$ cat config.mk
export PLATFORM = sky130hd
export DESIGN_NAME = decode_stage
export DESIGN_NICKNAME = d
export VERILOG_FILES = /design/src/rtl/core_pkg.sv /design/src/rtl/instr_decoder.sv /design/src/rtl/decode_stage.sv
export SDC_FILE = /design/constraint.sdc
export NUM_CORES = 1
export LEC_CHECK = 0
export ABC_AREA = 1
export BUFFER_PORTS_ARGS = -buffer_cell sky130_fd_sc_hd__buf_2
export CORE_AREA = 5 5 101 113
export DETAILED_ROUTE_END_ITERATION = 10
export DIE_AREA = 0 0 106 118
export HOLD_SLACK_MARGIN = 0.1
export MAX_ROUTING_LAYER = met4
export PLACE_DENSITY = 0.73
export SLEW_MARGIN = 10
export SYNTH_ARGS = -nofsm -noshare
export SYNTH_HDL_FRONTEND = slang
export SYNTH_SLANG_ARGS = --single-unit
$ cat constraint.sdc
create_clock -name clock -period 5.9 [get_ports clock]
set_clock_uncertainty 0.15 [all_clocks]
set_input_delay 0.295 -clock clock [delete_from_list [all_inputs] [get_ports clock]]
set_output_delay 0.295 -clock clock [all_outputs]
set_load 0.02 [all_outputs]
$ cat src/rtl/core_pkg.sv
// Shared RV32E decode types: opcodes, op classes and the decoded bundle.
package core_pkg;

    localparam int XLEN      = 32;
    localparam int REG_IDX_W = 4;

    localparam logic [6:0] OPC_LUI    = 7'b0110111;
    localparam logic [6:0] OPC_AUIPC  = 7'b0010111;
    localparam logic [6:0] OPC_JAL    = 7'b1101111;
    localparam logic [6:0] OPC_JALR   = 7'b1100111;
    localparam logic [6:0] OPC_BRANCH = 7'b1100011;
    localparam logic [6:0] OPC_LOAD   = 7'b0000011;
    localparam logic [6:0] OPC_STORE  = 7'b0100011;
    localparam logic [6:0] OPC_OP_IMM = 7'b0010011;
    localparam logic [6:0] OPC_OP     = 7'b0110011;
    localparam logic [6:0] OPC_SYSTEM = 7'b1110011;
    localparam logic [6:0] OPC_FENCE  = 7'b0001111;

    localparam logic [6:0] F7_BASE = 7'h00;
    localparam logic [6:0] F7_ALT  = 7'h20;

    localparam logic [2:0] F3_ADD_SUB = 3'b000;
    localparam logic [2:0] F3_SLL     = 3'b001;
    localparam logic [2:0] F3_SR      = 3'b101;

    typedef enum logic [3:0] {
        CLS_LUI     = 4'd0,
        CLS_AUIPC   = 4'd1,
        CLS_JAL     = 4'd2,
        CLS_JALR    = 4'd3,
        CLS_BRANCH  = 4'd4,
        CLS_LOAD    = 4'd5,
        CLS_STORE   = 4'd6,
        CLS_OP_IMM  = 4'd7,
        CLS_OP      = 4'd8,
        CLS_SYSTEM  = 4'd9,
        CLS_FENCE   = 4'd10,
        CLS_ILLEGAL = 4'd11
    } op_class_t;

    typedef struct packed {
        op_class_t              cls;
        logic [REG_IDX_W-1:0]   rd;
        logic [REG_IDX_W-1:0]   rs1;
        logic [REG_IDX_W-1:0]   rs2;
        logic [2:0]             funct3;
        logic                   funct7b5;
        logic [XLEN-1:0]        imm;
        logic                   illegal;
    } decoded_t;

endpackage

$ cat src/rtl/instr_decoder.sv
// Purpose: pure combinational RV32E word -> decoded_t split with illegal detection.
// Latency: combinational, zero cycles.
// Backpressure: none; the caller owns all flow control.
module instr_decoder
    import core_pkg::*;
(
    input  logic [XLEN-1:0] instr,
    output decoded_t        dec
);

    logic [6:0]      opcode;
    logic [2:0]      f3;
    logic [6:0]      f7;
    logic [XLEN-1:0] imm_i;
    logic [XLEN-1:0] imm_s;
    logic [XLEN-1:0] imm_b;
    logic [XLEN-1:0] imm_u;
    logic [XLEN-1:0] imm_j;
    logic            use_rd;
    logic            use_rs1;
    logic            use_rs2;
    logic            bad_enc;

    assign opcode = instr[6:0];
    assign f3     = instr[14:12];
    assign f7     = instr[31:25];

    assign imm_i = {{20{instr[31]}}, instr[31:20]};
    assign imm_s = {{20{instr[31]}}, instr[31:25], instr[11:7]};
    assign imm_b = {{19{instr[31]}}, instr[31], instr[7], instr[30:25], instr[11:8], 1'b0};
    assign imm_u = {instr[31:12], 12'b0};
    assign imm_j = {{11{instr[31]}}, instr[31], instr[19:12], instr[20], instr[30:21], 1'b0};

    always_comb begin
        dec          = '0;
        dec.cls      = CLS_ILLEGAL;
        dec.rd       = instr[10:7];
        dec.rs1      = instr[18:15];
        dec.rs2      = instr[23:20];
        dec.funct3   = f3;
        dec.funct7b5 = instr[30];
        use_rd       = 1'b0;
        use_rs1      = 1'b0;
        use_rs2      = 1'b0;
        bad_enc      = 1'b0;

        case (opcode)
            OPC_LUI:    begin dec.cls = CLS_LUI;    dec.imm = imm_u; use_rd = 1'b1; end
            OPC_AUIPC:  begin dec.cls = CLS_AUIPC;  dec.imm = imm_u; use_rd = 1'b1; end
            OPC_JAL:    begin dec.cls = CLS_JAL;    dec.imm = imm_j; use_rd = 1'b1; end
            OPC_JALR:   begin dec.cls = CLS_JALR;   dec.imm = imm_i; use_rd = 1'b1; use_rs1 = 1'b1; end
            OPC_BRANCH: begin dec.cls = CLS_BRANCH; dec.imm = imm_b; use_rs1 = 1'b1; use_rs2 = 1'b1; end
            OPC_LOAD:   begin dec.cls = CLS_LOAD;   dec.imm = imm_i; use_rd = 1'b1; use_rs1 = 1'b1; end
            OPC_STORE:  begin dec.cls = CLS_STORE;  dec.imm = imm_s; use_rs1 = 1'b1; use_rs2 = 1'b1; end
            OPC_OP_IMM: begin
                dec.cls = CLS_OP_IMM;
                dec.imm = imm_i;
                use_rd  = 1'b1;
                use_rs1 = 1'b1;
                // Only shifts reuse the upper immediate bits as funct7.
                if (f3 == F3_SLL && f7 != F7_BASE)
                    bad_enc = 1'b1;
                if (f3 == F3_SR && f7 != F7_BASE && f7 != F7_ALT)
                    bad_enc = 1'b1;
            end
            OPC_OP: begin
                dec.cls = CLS_OP;
                use_rd  = 1'b1;
                use_rs1 = 1'b1;
                use_rs2 = 1'b1;
                if (f7 != F7_BASE && f7 != F7_ALT)
                    bad_enc = 1'b1;
                if (f7 == F7_ALT && f3 != F3_ADD_SUB && f3 != F3_SR)
                    bad_enc = 1'b1;
            end
            OPC_SYSTEM: begin
                dec.cls = CLS_SYSTEM;
                dec.imm = imm_i;
                use_rd  = 1'b1;
                // CSR immediate forms carry a zimm in the rs1 slot.
                use_rs1 = ~f3[2];
            end
            OPC_FENCE:  begin dec.cls = CLS_FENCE;  dec.imm = imm_i; end
            default:    bad_enc = 1'b1;
        endcase

        dec.illegal = bad_enc
                    | (instr[1:0] != 2'b11)
                    | (use_rd  & instr[11])
                    | (use_rs1 & instr[19])
                    | (use_rs2 & instr[24]);
    end

endmodule

$ cat src/rtl/decode_stage.sv
// Purpose: registered RV32E decode stage with a one-entry raw-word skid buffer.
// Latency: 1 cycle from input transfer to out_valid when main is free or draining.
// Backpressure: in_ready is registered (!skid full); no combinational ready path.
module decode_stage
    import core_pkg::*;
(
    input  logic                 clock,
    input  logic                 reset,
    input  logic                 flush,
    input  logic                 in_valid,
    output logic                 in_ready,
    input  logic [XLEN-1:0]      in_data,
    output logic                 out_valid,
    input  logic                 out_ready,
    output logic [3:0]           out_class,
    output logic [REG_IDX_W-1:0] out_rd,
    output logic [REG_IDX_W-1:0] out_rs1,
    output logic [REG_IDX_W-1:0] out_rs2,
    output logic [2:0]           out_funct3,
    output logic                 out_funct7b5,
    output logic [XLEN-1:0]      out_imm,
    output logic                 out_illegal
);

    logic            main_v;
    logic            skid_v;
    decoded_t        main_q;
    logic [XLEN-1:0] skid_q;
    logic [XLEN-1:0] dec_word;
    decoded_t        dec;
    logic            in_fire;

    assign in_fire  = in_valid && !skid_v;
    assign dec_word = skid_v ? skid_q : in_data;

    instr_decoder u_instr_decoder (
        .instr (dec_word),
        .dec   (dec)
    );

    // skid_v implies main_v, so out_ready alone marks a drain whenever skid is full.
    always_ff @(posedge clock or negedge reset) begin
        if (!reset) begin
            main_v <= 1'b0;
            skid_v <= 1'b0;
            main_q <= '0;
            skid_q <= '0;
        end else if (flush) begin
            main_v <= 1'b0;
            skid_v <= 1'b0;
        end else if (skid_v) begin
            if (out_ready) begin
                main_q <= dec;
                skid_v <= 1'b0;
            end
        end else if (in_fire) begin
            if (!main_v || out_ready) begin
                main_q <= dec;
                main_v <= 1'b1;
            end else begin
                skid_q <= in_data;
                skid_v <= 1'b1;
            end
        end else if (out_ready) begin
            main_v <= 1'b0;
        end
    end

    always_ff @(posedge clock) begin
        if (reset)
            assert (main_v || !skid_v);
    end

    assign in_ready     = !skid_v;
    assign out_valid    = main_v;
    assign out_class    = main_q.cls;
    assign out_rd       = main_q.rd;
    assign out_rs1      = main_q.rs1;
    assign out_rs2      = main_q.rs2;
    assign out_funct3   = main_q.funct3;
    assign out_funct7b5 = main_q.funct7b5;
    assign out_imm      = main_q.imm;
    assign out_illegal  = main_q.illegal;

endmodule

# Yosys cells after proc, flatten, opt, wreduce, memory -nomap -nowiden
# Cells that the tools add are included.
# W data, S select, Z words.
# classes
n_addsub	0
mul	0
div_mod_pow	0
magnitude_cmp	0
eq_ne	20
shift	0
muxes	25
bitwise	11
reduce_logical	24
# op_table
op	count
$mux W53	4
$pmux W32 S5	1
$pmux W4 S11	1
$mux W32	1
$eq A7 B6 Y1 const B	4
$eq A7 B7 Y1 const B	4
$mux W1	16
$eq A7 B5 Y1 const B	2
$reduce_or A9 Y1	1
$reduce_and A4 Y1	2
$reduce_or A8 Y1	1
$eq A7 B2 Y1 const B	1
$eq A7 B4 Y1 const B	1
$logic_and A1 B1 Y1	7
$ne A7 B6 Y1 const B	1
$reduce_bool A7 Y1	1
$ne A2 B2 Y1 const B	3
$reduce_bool A3 Y1	2
$reduce_or A6 Y1	1
$reduce_or A5 Y1	1
$not A1 Y1	4
$or A1 B1 Y1	4
$reduce_bool A2 Y1	2
$and A1 B1 Y1	3
11 further kinds	12
# totals
regBits	87
latch_bits	0
ramBits	0
mem_bits_ro	0
mem_count	0

# Depth between registers and ports, before layout
# depth
word_depth	13
depth_mapped	15

# By module
# From an unflattened synthesis, not the netlist that was laid out.
# hier_totals
hier_cells	678
hier_area_um2	4755.8
# by_module_without_submodules
mod	instances	cells_per_inst	area_each_um2	seq_area_each_um2
decode_stage	1	488	3863.7	2177.1
instr_decoder	1	190	892.1	0.0

# Least setup slack after synthesis
# OpenSTA, ideal clock, no wires.
# synth_path
path_type	flip-flop to flip-flop
start	register skid_v
end	register main_q (netlist bit out_imm[22])
arrival_ps	1629
slack_ps	4004
path_stages_with_launch	15
n_path_buf	2
path_cell_list	dfrtp_1 > buf_6 > nor2_2 > nor2_2 > nand2_2 > nor2_8 > nand2_1 > nand3_2 > nor2_4 > nand2_4 > nand2_4 > buf_8 > nand2_2 > nand2_1 > nand2_1
# synth_via
elab_chain_cells	7
elab_cells_between_ends	24
cone_classes	eq/ne: 11; mux: 6; reduce/logical: 7
# synth_lines
item	line_no	source
from (decl)	decode_stage.sv:26	logic skid_v;
from (signal assigned)	decode_stage.sv:45	skid_v <= 1'b0;
from (signal assigned)	decode_stage.sv:50	skid_v <= 1'b0;
from (signal assigned)	decode_stage.sv:54	skid_v <= 1'b0;
$mux W32	decode_stage.sv:34	assign dec_word = skid_v ? skid_q : in_data;
$eq A7 B7 Y1, or another cell as far along	instr_decoder.sv:47	case (opcode)
$reduce_or A5 Y1 (no source line) / $reduce_or A2 Y1 (equally long branches)	-	
$pmux W32 S5	instr_decoder.sv:47	
$mux W53	decode_stage.sv:57	if (!main_v || out_ready) begin
$mux W53	decode_stage.sv:56	end else if (in_fire) begin
$mux W53	decode_stage.sv:51	end else if (skid_v) begin
to (signal assigned)	decode_stage.sv:46	main_q <= '0;
to (signal assigned)	decode_stage.sv:53	main_q <= dec;
to (signal assigned)	decode_stage.sv:58	main_q <= dec;
to (decl)	decode_stage.sv:27	decoded_t main_q;
# Parallel ways exist; a longest one is shown, timed or not. The select of a mux whose other input is x is not followed.
# A chain may end at the register's enable or synchronous reset.

# Worst setup path in the final report
# layout_path
start	register skid_v
end	register main_q (netlist bit out_class[0])
# layout_via
elab_chain_cells	6
elab_cells_between_ends	23
cone_classes	eq/ne: 12; mux: 6; reduce/logical: 5
# layout_lines
item	line_no
$mux W32	decode_stage.sv:34
$eq A7 B4 Y1, or another cell as far along	instr_decoder.sv:47
$pmux W4 S11	instr_decoder.sv:47
$mux W53	decode_stage.sv:57
$mux W53	decode_stage.sv:56
$mux W53	decode_stage.sv:51
# Parallel ways exist; a longest one is shown, timed or not. The select of a mux whose other input is x is not followed.

==> impl_metrics.tcl <==
set metrics [dict create \
    die_h_um 118 \
    worst-path-stages 10 \
    initial_utilization 0.439 \
    ir_drop_uv 124 \
    initialDrtViolationCount 191 \
    max_freq_mhz 359 \
    rsz0062_at_grt "no" \
    avgSynthCellArea_um2 7.61 \
    crit_buf_inv 4 \
    cts_resized 0 \
    ys_ff_latch 87 \
    status "completed" \
    setup.worst_path.class "register to register" \
    multi_input_area_um2 1960 \
    setup_slack_ns 3.12 \
    seq_area_frac_synth 0.489 \
    synth_fp_nets 622 \
    netlist_instances 585 \
    placed_cell_area_um2 4950 \
    grt_antenna_before_repair 0 \
    grt_pass1_wl_mm 19.4 \
    crit_top_cell "buf_4" \
    start_kind "register" \
    clock_latency_ns 0.35 \
    tightest_slew_ns 0.920 \
    fin_crit_sh 0.472 \
    drc 0 \
    clock_sinks 87 \
    final_area_um2 5530 \
    fin_util 0.545 \
    clk_pin_slew_worst_paths_ns 0.06 \
    reg2reg_to "out_class[0]" \
    cts_buffer_depth 2 \
    slowest_delay_ns 0.45 \
    num-fill-cells 965 \
    regArea_um2 2180 \
    synth_area_um2 4450 \
    arrival_ns 2.85 \
    required_ns 5.97 \
    cp_max_fo 59 \
    grt_start_max_net_pins 88 \
    ys_warn_count 0 \
    viasPerCell 4.94 \
    dp.cells 778 \
    most-common-layout-cells "nand2_1 (251), buf_2 (90), dfrtp_1 (87)" \
    place_congestion 0.931 \
    grt_pass1_vias 4048 \
    crit_family "buffers and inverters" \
    track_usage 0.199 \
    synthTopCellsByArea "dfrtp_1 (49%), nand2_1 (21%), o21ai_0 (6.0%), inv_1 (3.5%), nand2_2 (3.4%)" \
    dp_hpwl_mm 8.38 \
    area_delta_synth_final_pct 24.2 \
    worstRegToRegCells 10 \
    min_to "skid_q[8]" \
    regToRegSetupSlack_ns 3.12 \
    drt_wl_total_mm 11.7 \
    cts_root_buf "clkbuf_16" \
    path_cells "buf_4, nand2_1, a21oi_1, nand2_2, buf_4, inv_1, buf_4, nand2_1, nor2_1, a31oi_1" \
    wl_per_cell_um 14.3 \
    vias 4043 \
    rows 39 \
    p_leak_nw 3.14 \
    hp-start "in_data[8]" \
    cts_buffers 9 \
    cts_tree "done" \
    setup-violations-final 0 \
    post-place-ws_ns 3.17 \
    grt-ovfl-total 0 \
    hold_path_depth 3 \
    drtPass1Iterations 5 \
    io_buffers 91 \
    power_density_nw_per_um2 305 \
    ys_types 29 \
    synth_top_area_frac 0.489 \
    final-instance-count-excl-fill 818 \
    worst_slew_margin_rel 0.380 \
    holdWs_ns 0.0953 \
    cp_slowest_cell "buf_4" \
    maxSlewViolCount 0 \
    io_pins 92 \
    fin_tns_setup_ns 0 \
    power.total_mw 1.69 \
    finalHoldViolations 0 \
    coreArea_um2 10100 \
    min_period_ns 2.78 \
    final_common_cell "nand2_1" \
    postRouteAntennaNets 0 \
    drv_cap 0 \
    antenna_cells 0 \
    cp-end-kind "register" \
    hold_class "input port to register" \
    synth_top_area_cell "dfrtp_1" \
    drive_gt1_frac 0.245 \
    htreeDepth 3 \
    dieArea_um2 12500 \
    timing.rr.start "skid_v" \
    die_x_um 106 \
    nNetsFinal 727 \
]
[worst register-to-register path: stages, from the launching register on]
cell	delay (ns)
dfrtp_1	0.36
buf_4	0.45
nand2_1	0.12
a21oi_1	0.20
nand2_2	0.05
buf_4	0.28
inv_1	0.36
buf_4	0.39
nand2_1	0.11
nor2_1	0.10
a31oi_1	0.09
[repair_timing]
item,in CTS,in global routing
buffers inserted,0,0
endpoints found under the hold margin,109,0
hold buffers,23,0
[routing by layer]
metal / global-route usage / routed length, um / vias to the layer above
li1: - / - / 2026
met1: 0.254 / 5250 / 1869
met2: 0.305 / 5540 / 117
met3: 0.0302 / 527 / 31
met4: 0.102 / 352 / 0
met5: - / 0 / -
[cells by family (layout without fill, tap and decap cells)]
group	Yosys count	after routing	share of synthesized area
AND/OR/NAND/NOR	343	343	0.329
flip-flops	87	87	0.489
AO/OA/AOI/OAI	77	77	0.0911
buffers and inverters	70	180	0.0708
multiplexers	8	8	0.0200
[sequential cells by signal (all words and copies together), names as in the netlist]
name          flops
out_class         4
out_rs2           4
out_rs1           4
skid_q           32
skid_v            1
out_valid         1
out_illegal       1
out_rd            4
out_funct3        3
out_imm          32
out_funct7b5      1
[area by class of cell]
cell class	instances	area share
Inverter	45	0.0305
Sequential cell	87	0.394
Tap cell	123	0.0278
Multi-Input combinational cell	428	0.355
Clock inverter	6	0.0163
Timing Repair Buffer	119	0.134
Clock buffer	10	0.0432
[how the worst max path moves through the flow]
stage | from | to | slack, ns
after floorplan | skid_v | out_imm[22] | 4.00
after global placement | skid_v | out_class[0] | 3.23
after global routing | skid_v | out_class[0] | 2.84
final | skid_v | out_class[0] | 3.12
after CTS | skid_v | out_class[0] | 3.15
after detailed placement | skid_v | out_class[0] | 3.17
[report_power, final]
| part | total [mW] | internal [mW] | switching, mW |
|---|---|---|---|
| sequential | 0.750 | 0.697 | 0.0531 |
| combinational | 0.312 | 0.112 | 0.200 |
| clock | 0.626 | 0.385 | 0.241 |
[synth_stat cells]
library cell  count
inv_2             4
nand2_2          24
nor3_1            2
o21ai_1           2
clkbuf_1         11
or2_2             3
o21ai_0          53
nand2_1         252
nor2_2            7
a31oi_1           2
and3_1            1
buf_8             1
nand3_2           2
a21oi_1          14
buf_6             4
nor2_8            1
nand3_1          15
a21oi_2           1
o21ai_2           3
dfrtp_1          87
and2_1            1
mux2i_1           1
nand2_4           2
nor2_4            3
mux2_2            7
nor2_1           30
buf_2             9
o22ai_1           2
inv_1            41
(Power assumes the default switching activity.)
